File: src/rtl/spdif_pkg.sv
// spdif_pkg: shared SPDIF feeder constants, stereo pair type and feeder state enum
package spdif_pkg;
    localparam int SPDIF_SAMPLE_W = 24;
    typedef struct packed {
        logic [SPDIF_SAMPLE_W-1:0] right;
        logic [SPDIF_SAMPLE_W-1:0] left;
    } spdif_pair_t;
    typedef enum logic [1:0] {ST_IDLE, ST_FILL, ST_RUN} feed_state_t;
endpackage

File: src/rtl/spdif_sample_feeder_if.sv
// spdif_sample_feeder_if: producer pair stream plus transmitter sample bus and bit enable
interface spdif_sample_feeder_if;
    import spdif_pkg::*;
    logic in_valid;
    logic in_ready;
    logic [SPDIF_SAMPLE_W-1:0] in_left;
    logic [SPDIF_SAMPLE_W-1:0] in_right;
    logic [2*SPDIF_SAMPLE_W-1:0] sample;
    logic sample_req;
    logic bit_out_en;
    modport master (output in_valid, in_left, in_right, sample_req, input in_ready, sample, bit_out_en);
    modport slave (input in_valid, in_left, in_right, sample_req, output in_ready, sample, bit_out_en);
endinterface

File: src/rtl/spdif_feed_fifo.sv
// spdif_feed_fifo: synchronous show-ahead stereo-pair FIFO with flush and occupancy
module spdif_feed_fifo
    import spdif_pkg::*;
#(
    parameter int DEPTH = 8
) (
    input  logic                     clk_i,
    input  logic                     rst_i,
    input  logic                     flush_i,
    input  logic                     push_i,
    input  logic                     pop_i,
    input  spdif_pair_t              wdata_i,
    output spdif_pair_t              rdata_o,
    output logic [$clog2(DEPTH):0]   level_o,
    output logic                     full_o,
    output logic                     empty_o
);
    localparam int AW = $clog2(DEPTH);
    spdif_pair_t mem [DEPTH];
    logic [AW-1:0] wr_ptr;
    logic [AW-1:0] rd_ptr;
    logic do_push;
    logic do_pop;
    assign full_o = level_o == (AW+1)'(DEPTH);
    assign empty_o = level_o == '0;
    assign do_push = push_i && !full_o;
    assign do_pop = pop_i && !empty_o;
    assign rdata_o = mem[rd_ptr];
    always_ff @(posedge clk_i) begin
        if (rst_i || flush_i) begin
            wr_ptr <= '0;
            rd_ptr <= '0;
            level_o <= '0;
        end else begin
            wr_ptr <= wr_ptr + AW'(do_push);
            rd_ptr <= rd_ptr + AW'(do_pop);
            level_o <= level_o + (AW+1)'(do_push) - (AW+1)'(do_pop);
        end
    end
    always_ff @(posedge clk_i) begin
        if (do_push) mem[wr_ptr] <= wdata_i;
    end
endmodule

File: src/rtl/spdif_sample_feeder.sv
// spdif_sample_feeder: FIFO-fed SPDIF sample bus with fractional bit enable; SPDIF_FEED_HOLD_EN repeats the last pair on underrun
module spdif_sample_feeder
    import spdif_pkg::*;
#(
    parameter int FIFO_DEPTH = 8,
    parameter int PHASE_W = 32
) (
    input  logic                          clk_i,
    input  logic                          rst_i,
    input  logic                          enable_i,
    input  logic [PHASE_W-1:0]            phase_inc_i,
    spdif_sample_feeder_if.slave          feed,
    output logic [$clog2(FIFO_DEPTH):0]   level_o,
    output logic                          running_o,
    output logic                          underrun_o
);
    localparam int LW = $clog2(FIFO_DEPTH) + 1;
    feed_state_t state;
    feed_state_t state_nxt;
    logic [PHASE_W-1:0] acc;
    logic [PHASE_W-1:0] acc_sum;
    logic carry;
    spdif_pair_t head;
    spdif_pair_t in_pair;
    spdif_pair_t fallback;
    logic full;
    logic empty;
    logic push;
    logic pop;
    logic run;
    logic active;
    assign run = state == ST_RUN;
    assign active = enable_i && state != ST_IDLE;
    assign in_pair = '{right: feed.in_right, left: feed.in_left};
    assign feed.in_ready = state != ST_IDLE && !full;
    assign push = enable_i && feed.in_valid && feed.in_ready;
    assign pop = enable_i && run && feed.sample_req && !empty;
    assign {carry, acc_sum} = {1'b0, acc} + {1'b0, phase_inc_i};
    assign running_o = run;
    assign feed.sample = run ? (empty ? fallback : head) : '0;
    spdif_feed_fifo #(.DEPTH(FIFO_DEPTH)) u_fifo (
        .clk_i   (clk_i),
        .rst_i   (rst_i),
        .flush_i (!enable_i || state == ST_IDLE),
        .push_i  (push),
        .pop_i   (pop),
        .wdata_i (in_pair),
        .rdata_o (head),
        .level_o (level_o),
        .full_o  (full),
        .empty_o (empty)
    );
    always_comb begin
        state_nxt = state;
        state_nxt = !enable_i ? ST_IDLE
                  : state == ST_IDLE ? ST_FILL
                  : (state == ST_FILL && level_o >= LW'(FIFO_DEPTH / 2)) ? ST_RUN
                  : state;
    end
    always_ff @(posedge clk_i) begin
        if (rst_i) begin
            state <= ST_IDLE;
            acc <= '0;
            feed.bit_out_en <= 1'b0;
            underrun_o <= 1'b0;
        end else begin
            state <= state_nxt;
            acc <= active ? acc_sum : '0;
            feed.bit_out_en <= active && carry;
            underrun_o <= enable_i && run && feed.sample_req && empty;
        end
    end
`ifdef SPDIF_FEED_HOLD_EN
    spdif_pair_t hold;
    always_ff @(posedge clk_i) begin
        if (rst_i || !enable_i) hold <= '0;
        else if (pop) hold <= head;
    end
    assign fallback = hold;
`else
    assign fallback = '0;
`endif
endmodule

File: src/flat_wrapper.sv
// flat-port wrapper written by rule: the top's interface ports become plain ports
module spdif_sample_feeder_flat import spdif_pkg::*;
#(
    parameter int FIFO_DEPTH = 8,
    parameter int PHASE_W = 32
)
  (clk_i, rst_i, enable_i, phase_inc_i, level_o, running_o, underrun_o, feed_in_valid, feed_in_left, feed_in_right, feed_sample_req, feed_in_ready, feed_sample, feed_bit_out_en);
  spdif_sample_feeder_if feed_i ();
  input  logic clk_i;
  input  logic rst_i;
  input  logic enable_i;
  input  logic [PHASE_W-1:0] phase_inc_i;
  output logic [$clog2(FIFO_DEPTH):0] level_o;
  output logic running_o;
  output logic underrun_o;
  input wire logic [$bits(feed_i.in_valid)-1:0] feed_in_valid;
  input wire logic [$bits(feed_i.in_left)-1:0] feed_in_left;
  input wire logic [$bits(feed_i.in_right)-1:0] feed_in_right;
  input wire logic [$bits(feed_i.sample_req)-1:0] feed_sample_req;
  output wire logic [$bits(feed_i.in_ready)-1:0] feed_in_ready;
  output wire logic [$bits(feed_i.sample)-1:0] feed_sample;
  output wire logic [$bits(feed_i.bit_out_en)-1:0] feed_bit_out_en;
  assign feed_i.in_valid = feed_in_valid;
  assign feed_i.in_left = feed_in_left;
  assign feed_i.in_right = feed_in_right;
  assign feed_i.sample_req = feed_sample_req;
  assign feed_in_ready = feed_i.in_ready;
  assign feed_sample = feed_i.sample;
  assign feed_bit_out_en = feed_i.bit_out_en;
  spdif_sample_feeder #(.FIFO_DEPTH(FIFO_DEPTH), .PHASE_W(PHASE_W)) u_core (.clk_i(clk_i), .rst_i(rst_i), .enable_i(enable_i), .phase_inc_i(phase_inc_i), .feed(feed_i), .level_o(level_o), .running_o(running_o), .underrun_o(underrun_o));
endmodule
File: config.mk
export PLATFORM = sky130hd
export DESIGN_NAME = spdif_sample_feeder_flat
export DESIGN_NICKNAME = d
export VERILOG_FILES = /design/src/rtl/spdif_pkg.sv /design/src/rtl/spdif_sample_feeder_if.sv /design/src/rtl/spdif_feed_fifo.sv /design/src/rtl/spdif_sample_feeder.sv /design/src/flat_wrapper.sv
export SDC_FILE = /design/constraint.sdc
export NUM_CORES = 1
export LEC_CHECK = 0
export ABC_CLOCK_PERIOD_IN_PS = 11500
export CAP_MARGIN = 20
export CORE_MARGIN = 1
export CORE_UTILIZATION = 38
export DETAILED_ROUTE_END_ITERATION = 7
export SYNTH_ARGS = -nofsm -noshare
export SYNTH_HDL_FRONTEND = slang
export SYNTH_SLANG_ARGS = --single-unit
File: constraint.sdc
create_clock -name clk_i -period 11.5 [get_ports clk_i]
set_input_delay 1.725 -clock clk_i [delete_from_list [all_inputs] [get_ports clk_i]]
set_output_delay 1.725 -clock clk_i [all_outputs]
set_load 0.01 [all_outputs]
==> results of run 1 <==
-- stage by stage --
stage,instance area [um2],worst slack (ns)
final,21500,5.90
after global routing,21500,5.51
after CTS,21500,5.57
after detailed placement,20000,6.21
after global placement,20000,6.22
after floorplan,17800,3.99
-- layout make-up --
type / instances / area (um2) / share of cell area (%)
clock inverters: 27 / 332 / 1.54
flip-flops and latches: 430 / 12500 / 57.9
clock buffers: 56 / 1190 / 5.52
multi-input cells: 523 / 5180 / 24.1
inverters: 16 / 60.1 / 0.279
repair buffers: 157 / 1540 / 7.16
well taps: 607 / 759 / 3.53
-- report_power, final --
part           total [mW]  switching [mW]  internal (mW)  leakage, nW
combinational       0.106          0.0565         0.0492         2.29
clock                1.48           0.606          0.875        0.735
sequential           1.71         0.00160           1.70         3.83
total                3.29           0.664           2.63         6.86
-- state kept, by name (all words and copies together), names as in the netlist --
| signal | cells |
|---|---|
| u_core.state | 2 |
| u_core.u_fifo.level_o | 4 |
| u_core.acc | 32 |
| u_core.u_fifo.mem | 384 |
| u_core.u_fifo.wr_ptr | 3 |
| u_core.feed.bit_out_en | 1 |
| u_core.underrun_o | 1 |
| u_core.u_fifo.rd_ptr | 3 |
-- metal layers --
metal	vias to the layer above	part of all wire, %
li1	4355	-
met1	4785	44
met2	195	49
met4	8	1.8
met5	-	0.16
met3	64	5.0
-- worst max-delay path: cells and delay by family, from the launching register on --
family        cells  cell delay, ns
buf+inv           3            1.45
mux               2            0.71
simple gates      1            0.09
flops             1            1.00
-- placed cells by master (no fill, tap or decap), types with 12 or more instances in the layout --
cell / count
xor2_1: 12
clkinv_1: 12
inv_1: 16
xnor2_1: 15
nor2_1: 92
a21oi_1: 41
mux4_2: 96
buf_4: 16
nand2_1: 31
ha_1: 42
nand3_1: 16
dfxtp_1: 43
a21o_1: 12
mux2i_1: 51
clkbuf_16: 46
clkdlybuf4s50_1: 140
o21ai_0: 19
edfxtp_1: 384
-- cells by family (layout without fill, tap and decap cells) --
| logic type | count (synthesis) | in the layout | share of synthesized area, % |
|---|---|---|---|
| multiplexers | 147 | 147 | 15.0 |
| buffers and inverters | 66 | 256 | 1.51 |
| AO/OA/AOI/OAI | 116 | 116 | 4.41 |
| XOR/XNOR | 27 | 27 | 1.32 |
| flip-flops | 430 | 430 | 69.8 |
| AND/OR/NAND/NOR | 189 | 189 | 4.85 |
| adder cells (fa/ha/maj) | 44 | 44 | 3.17 |
-- worst max path at each step --
stage               slack, ns  cells after the start               startpoint                 endpoint
CTS                      5.57                      5  u_core.u_fifo.rd_ptr[0]           feed_sample[4]
floorplan                3.99                      2            feed_in_valid  u_core.u_fifo.mem[2][0]
global route             5.51                      6  u_core.u_fifo.rd_ptr[0]          feed_sample[33]
detailed placement       6.21                      5  u_core.u_fifo.rd_ptr[0]           feed_sample[4]
global placement         6.22                      5  u_core.u_fifo.rd_ptr[0]           feed_sample[4]
finish                   5.90                      6  u_core.u_fifo.rd_ptr[0]          feed_sample[20]
==> results by group, run 1 <==
Logic synthesis
  – Top post-synthesis cells by area: edfxtp_1 65%, mux4_2 12%, dfxtp_1 5.2%
  – Count of different cell masters after synthesis: 58
  – Ys async rst share: 0%
  – Most used DFF post-synth: edfxtp_1
  – Synth top area share: 64.6%
  – Post-synth EDFFs: 384
  – Cells after synthesis: 1019
  – Mapped Area: 17800 um2
  – Most common cell in the synthesized netlist: edfxtp_1
  – Synthesis Warnings: 0
  – Sequential share of the synthesized area: 69.8%
  – Yosys reg bits: 430
  – Dominant cell type by area after synthesis: edfxtp_1
  – Commonest cells post-synth: 384 x edfxtp_1, 96 x mux4_2, 93 x nor2_1, 51 x mux2i_1, 46 x dfxtp_1
  – Syn Nets: 1148
  – Syn_area_per_cell: 17.5 um2

Layout
  – Fill cell count: 4006
  – ANT cells: 0
  – Syn-to-layout area delta: 20.6%
  – Non-Filler Instances: 1816
  – Nets: 1303
  – Share of layout cells above drive strength 1: 16.5%
  – Util after Layout: 46.3%

STA
  – FMAX: 179 MHz
  – RSZ-0062 raised after global routing: no
  – Worst hold slack: 0.490 ns
  – Final min period: 5.60 ns
  – Sum of negative setup slack: 0 ns
  – Clock Skews: 0.0331 ns
  – Final period utilization: 48.7%
  – Final setup viols: 0
  – Slew HR: 24.4%
  – Least-Margin Pin Slew: 1.13 ns
  – Fin. max-slew vios: 0
  – Final hold vios: 0

Placement
  – DP Wirelength: 20800 um
  – Inst Count DP: 1731
  – Final GP Congestion: 0.827
  – Buffers on Ports: 140

GRT
  – Initial antenna violation count: 4
  – Gr ovfl total: 0
  – Largest net degree at the start of global routing: 67
  – Vias in the first global route: 9924
  – GR Layer Usage met1: 21.0%
  – Global-route wire length before repair: 57900 um
  – GRT met3 Usage: 3.77%
  – Met2 usage: 27.4%
  – GR peak layer: met2
  – Tot GR Track Use: 16.3%

Run
  – Maxcap violations: 0

Run status
  – Outcome: completed

Route
  – Total wire length: 38100 um
  – Post-DRT Antenna Nets: 0
  – DRC: 0
  – Iter 0 DRT Violations: 519
  – Via density: 5.18
  – Drt first pass iters: 4
  – Drt wl/cell: 21.0 um
  – DR vias: 9407

Setup path
  – CP max stage delay: 1.00 ns
  – Crit Path Max Fanout: 46
  – Critical Path RT: 9.78 ns
  – Worst-path cell chain: buf_4 -> buf_12 -> mux4_2 -> mux2i_1 -> nor2_1 -> clkdlybuf4s50_1
  – CP max-delay cell: dfxtp_4
  – Worst Setup End Kind: output port
  – Crit path kind: reg -> out
  – Critical Path AT: 3.88 ns
  – FF-to-FF Start: u_core.u_fifo.level_o[2]
  – Setup slack, reg-to-reg: 8.54 ns
  – Startpoint Class: flip-flop
  – R2R depth: 12
  – Reg2reg end: u_core.u_fifo.level_o[2]

Min path
  – HP Start: u_core.state[1]
  – Worst hold path class: reg -> reg
  – Min-Delay Path Depth: 2
  – Hold Path Sink: u_core.state[1]

Clock tree
  – Clock sink total: 430
  – CTS root buf: clkbuf_16
  – Post-CTS setup buffers: 0
  – Clk_lat worst skew: 0.59 ns
  – Cts-stage hold buffer count: 0
  – CTS Buffer Depth: 3
  – Clock transition at the registers of the reported paths: 0.06 ns
  – CTS tree: done
  – H-tree depth: 2
  – CTS buffer count: 46
  – Post-CTS Resized: 0

Die
  – Core Box Area: 46500 um2
  – Chip Width: 219 um
  – FP Rows: 79
  – Die Area: 47800 um2
  – Io pins: 141
  – Starting Density: 38.4%
  – Die Ht: 219 um

Power and ir drop
  – Maximum vdd drop: 0.115 mV
  – Tot Pwr: 3.29 mW
  – Pwr dens: 153 nW/um2
  – Pleak: 6.86 nW
Power figures use the tool's default switching activity.
==> inputs of run 2 (changes only) <==
ABC_CLOCK_PERIOD_IN_PS = 4800   (was 11500)
clock period = 4.8 ns   (was 11.5 ns; I/O delays follow)
==> run 2 against run 1 <==
Net effect:
- clock skew fell by 0.016 ns
- first-iteration DRC count rose by 13%
- hold slack improved by 0.0086 ns
- worst setup slack lost 5.0 ns
- flip-flop and latch count stayed put
- die area stayed put
- via count up 0.36%
- global-route usage decreased by 0.23 points
- sequential share of layout area shrank 0.44 points
- critical path type unchanged
- largest cell class unchanged
- largest power group unchanged
- highest routed layer unchanged
==> results by group, run 2 (synthesis gave the netlist of run 1 again) <==
Placement
  – Buffers on Ports: 140 (unchanged)
  – Inst Count DP: 1737 (+0.35%)
  – Final GP Congestion: 0.856 (+3.5%)
  – DP Wirelength: 22200 um (+6.8%)

Clock tree
  – H-tree depth: 2 (unchanged)
  – CTS tree: done
  – Post-CTS setup buffers: 0 (unchanged)
  – Cts-stage hold buffer count: 0 (unchanged)
  – Clock transition at the registers of the reported paths: 0.06 ns (about the same)
  – Clock sink total: 430 (unchanged)
  – Post-CTS Resized: 0 (unchanged)
  – CTS buffer count: 49 (+6.5%)
  – CTS root buf: clkbuf_16
  – CTS Buffer Depth: 3 (unchanged)
  – Clk_lat worst skew: 0.59 ns (about the same)

STA
  – FMAX: 258 MHz
  – Final min period: 3.87 ns
  – Final period utilization: 80.6%
  – Fin. max-slew vios: 0 (unchanged)
  – RSZ-0062 raised after global routing: no
  – Clock Skews: 0.0169 ns (-0.0163 ns)
  – Final setup viols: 0 (unchanged)
  – Slew HR: 35.4% (+11 points)
  – Final hold vios: 0 (unchanged)
  – Sum of negative setup slack: 0 ns (unchanged)
  – Least-Margin Pin Slew: 0.965 ns (-0.169 ns)

Die
  – FP Rows: 79 (unchanged)
  – Io pins: 141 (unchanged)
  – Chip Width: 219 um (unchanged)
  – Die Ht: 219 um (unchanged)
  – Die Area: 47800 um2 (unchanged)
  – Core Box Area: 46500 um2 (unchanged)
  – Starting Density: 38.4% (unchanged)

GRT
  – Vias in the first global route: 9631 (-3.0%)
  – Global-route wire length before repair: 57200 um (-1.2%)
  – Largest net degree at the start of global routing: 49 (-27%)
  – Initial antenna violation count: 2 (-2)
  – Tot GR Track Use: 16.0% (-0.23 points)
  – Gr ovfl total: 0 (unchanged)

Layout
  – Top Registers: u_core.u_fifo.mem (384), u_core.acc (32), u_core.u_fifo.level_o (4)
  – Most frequent cells in the layout: 384 x edfxtp_1, 140 x clkdlybuf4s50_1, 96 x mux4_2
  – Max reg flops: 384 (unchanged)
  – Commonest non-fill, non-tap cell in the layout: edfxtp_1
  – Nets: 1310 (+0.54%)
  – Non-Filler Instances: 1825 (+0.50%)
  – Share of layout cells above drive strength 1: 17.3% (+0.78 points)
  – Fill cell count: 3980 (-0.65%)
  – Syn-to-layout area delta: 21.5%
  – Largest Register: u_core.u_fifo.mem
  – ANT cells: 0 (unchanged)

Power and ir drop
  – Internal power: 6.37 mW (+140%)
  – Clock power share: 45.7% (+0.7 points)
  – Switching Fraction: 20.4% (+0.23 points)
  – Combinational Power Share: 3.2% (about the same)
  – Reg power frac: 51.1% (-0.7 points)
  – Pwr dens: 369 nW/um2 (+140%)
  – Pleak: 6.91 nW (+0.75%)
  – Switch Pwr: 1.63 mW (+150%)
  – Maximum vdd drop: 0.284 mV (+150%)

Route
  – Drt wl/cell: 20.8 um (-1.1%)
  – Total wire length: 37900 um (-0.60%)
  – DR vias: 9441 (+0.36%)
  – DRC: 0 (unchanged)
  – Via density: 5.17 (-0.13%)
  – Post-DRT Antenna Nets: 0 (unchanged)
  – Drt first pass iters: 5 (+1)
  – Iter 0 DRT Violations: 589 (+13%)

Setup path
  – Worst Setup End Kind: output port
  – Crit Path Max Fanout: 34 (-26%)
  – Critical Path AT: 3.15 ns (-0.73 ns)
  – Startpoint Class: flip-flop
  – Crit path from: u_core.u_fifo.rd_ptr[0]
  – Crit path kind: reg -> out
  – Setup slack, reg-to-reg: 1.83 ns (-6.71 ns)
  – FF-to-FF Start: u_core.u_fifo.level_o[2]
  – Reg2reg end: u_core.u_fifo.mem[1][27]
  – Family with the most delay on the worst path: buffers and inverters
  – R2R depth: 8 (-4)
  – Worst-path cell chain: buf_12 -> mux4_2 -> mux2i_1 -> nor2_1 -> clkdlybuf4s50_1
  – CP max-delay cell: dfxtp_4
  – Crit path buf inv count: 2 (-1)
  – Critical Path RT: 4.08 ns (-5.70 ns)
  – CP max stage delay: 0.81 ns (-0.19 ns)

Min path
  – Min-Delay Path Depth: 1 (-1)
  – Worst hold path class: reg -> reg
  – Hold Path Sink: u_core.state[0]
  – HP Start: u_core.state[0]

Run
  – Maxcap violations: 0 (unchanged)

Run status
  – Outcome: completed
-- run 2: changes by cell type in the layout (fill, tap and decap cells not counted), moves of 3 or more --
cell	before	now
clkbuf_1	10	14
clkbuf_16	46	49
clkinv_1	12	6
clkinvlp_4	0	3
-- run 2: worst max-delay path by stage --
stage / end / slack (ns) / depth (start not counted)
2_1_floorplan: u_core.u_fifo.mem[2][0] / 0.40 / 5
3_3_place_gp: u_core.u_fifo.mem[1][19] / 1.41 / 6
3_5_place_dp: u_core.u_fifo.mem[1][19] / 1.37 / 6
4_1_cts: feed_sample[45] / 0.81 / 5
5_1_grt: feed_sample[45] / 0.71 / 5
6_report: feed_sample[45] / 0.93 / 5
-- run 2: power groups by stage --
stage          clock, mW  combinational [mW]  sequential [mW]
6_report            3.66               0.255             4.09
4_1_cts             3.76               0.256             4.09
2_1_floorplan          0               0.115             4.17
3_3_place_gp           0               0.251             4.17
5_1_grt             3.90               0.280             4.09
3_5_place_dp           0               0.254             4.17
-- run 2: area by class of cell --
| type | instances | area, um2 | area share, % |
|---|---|---|---|
| repair buffers | 161 | 1600 | 7.40 |
| inverters | 16 | 60.1 | 0.277 |
| well taps | 607 | 759 | 3.50 |
| multi-input cells | 523 | 5230 | 24.1 |
| flip-flops and latches | 430 | 12500 | 57.5 |
| clock inverters | 25 | 294 | 1.36 |
| clock buffers | 63 | 1280 | 5.90 |
-- run 2: per-layer routing --
metal | track usage (%) | wire [um] | up-vias
met2 | 26.9 | 18600 | 195
met3 | 3.45 | 1790 | 55
li1 | - | - | 4364
met4 | 4.49 | 688 | 4
met1 | 20.9 | 16800 | 4823
met5 | 0 | 26 | -
-- run 2: metrics by stage --
stage	cell area [um2]	hold slack, ns	setup slack (ns)	util [%]	power, mW
6_report	21700	0.498	0.931	46.7	8.00
5_1_grt	21700	0.529	0.712	46.7	8.26
4_1_cts	21700	0.485	0.814	46.7	8.11
3_5_place_dp	20100	0.474	1.37	43.3	4.42
3_3_place_gp	20100	0.457	1.41	43.2	4.42
2_1_floorplan	17900	0.440	0.403	-	4.28
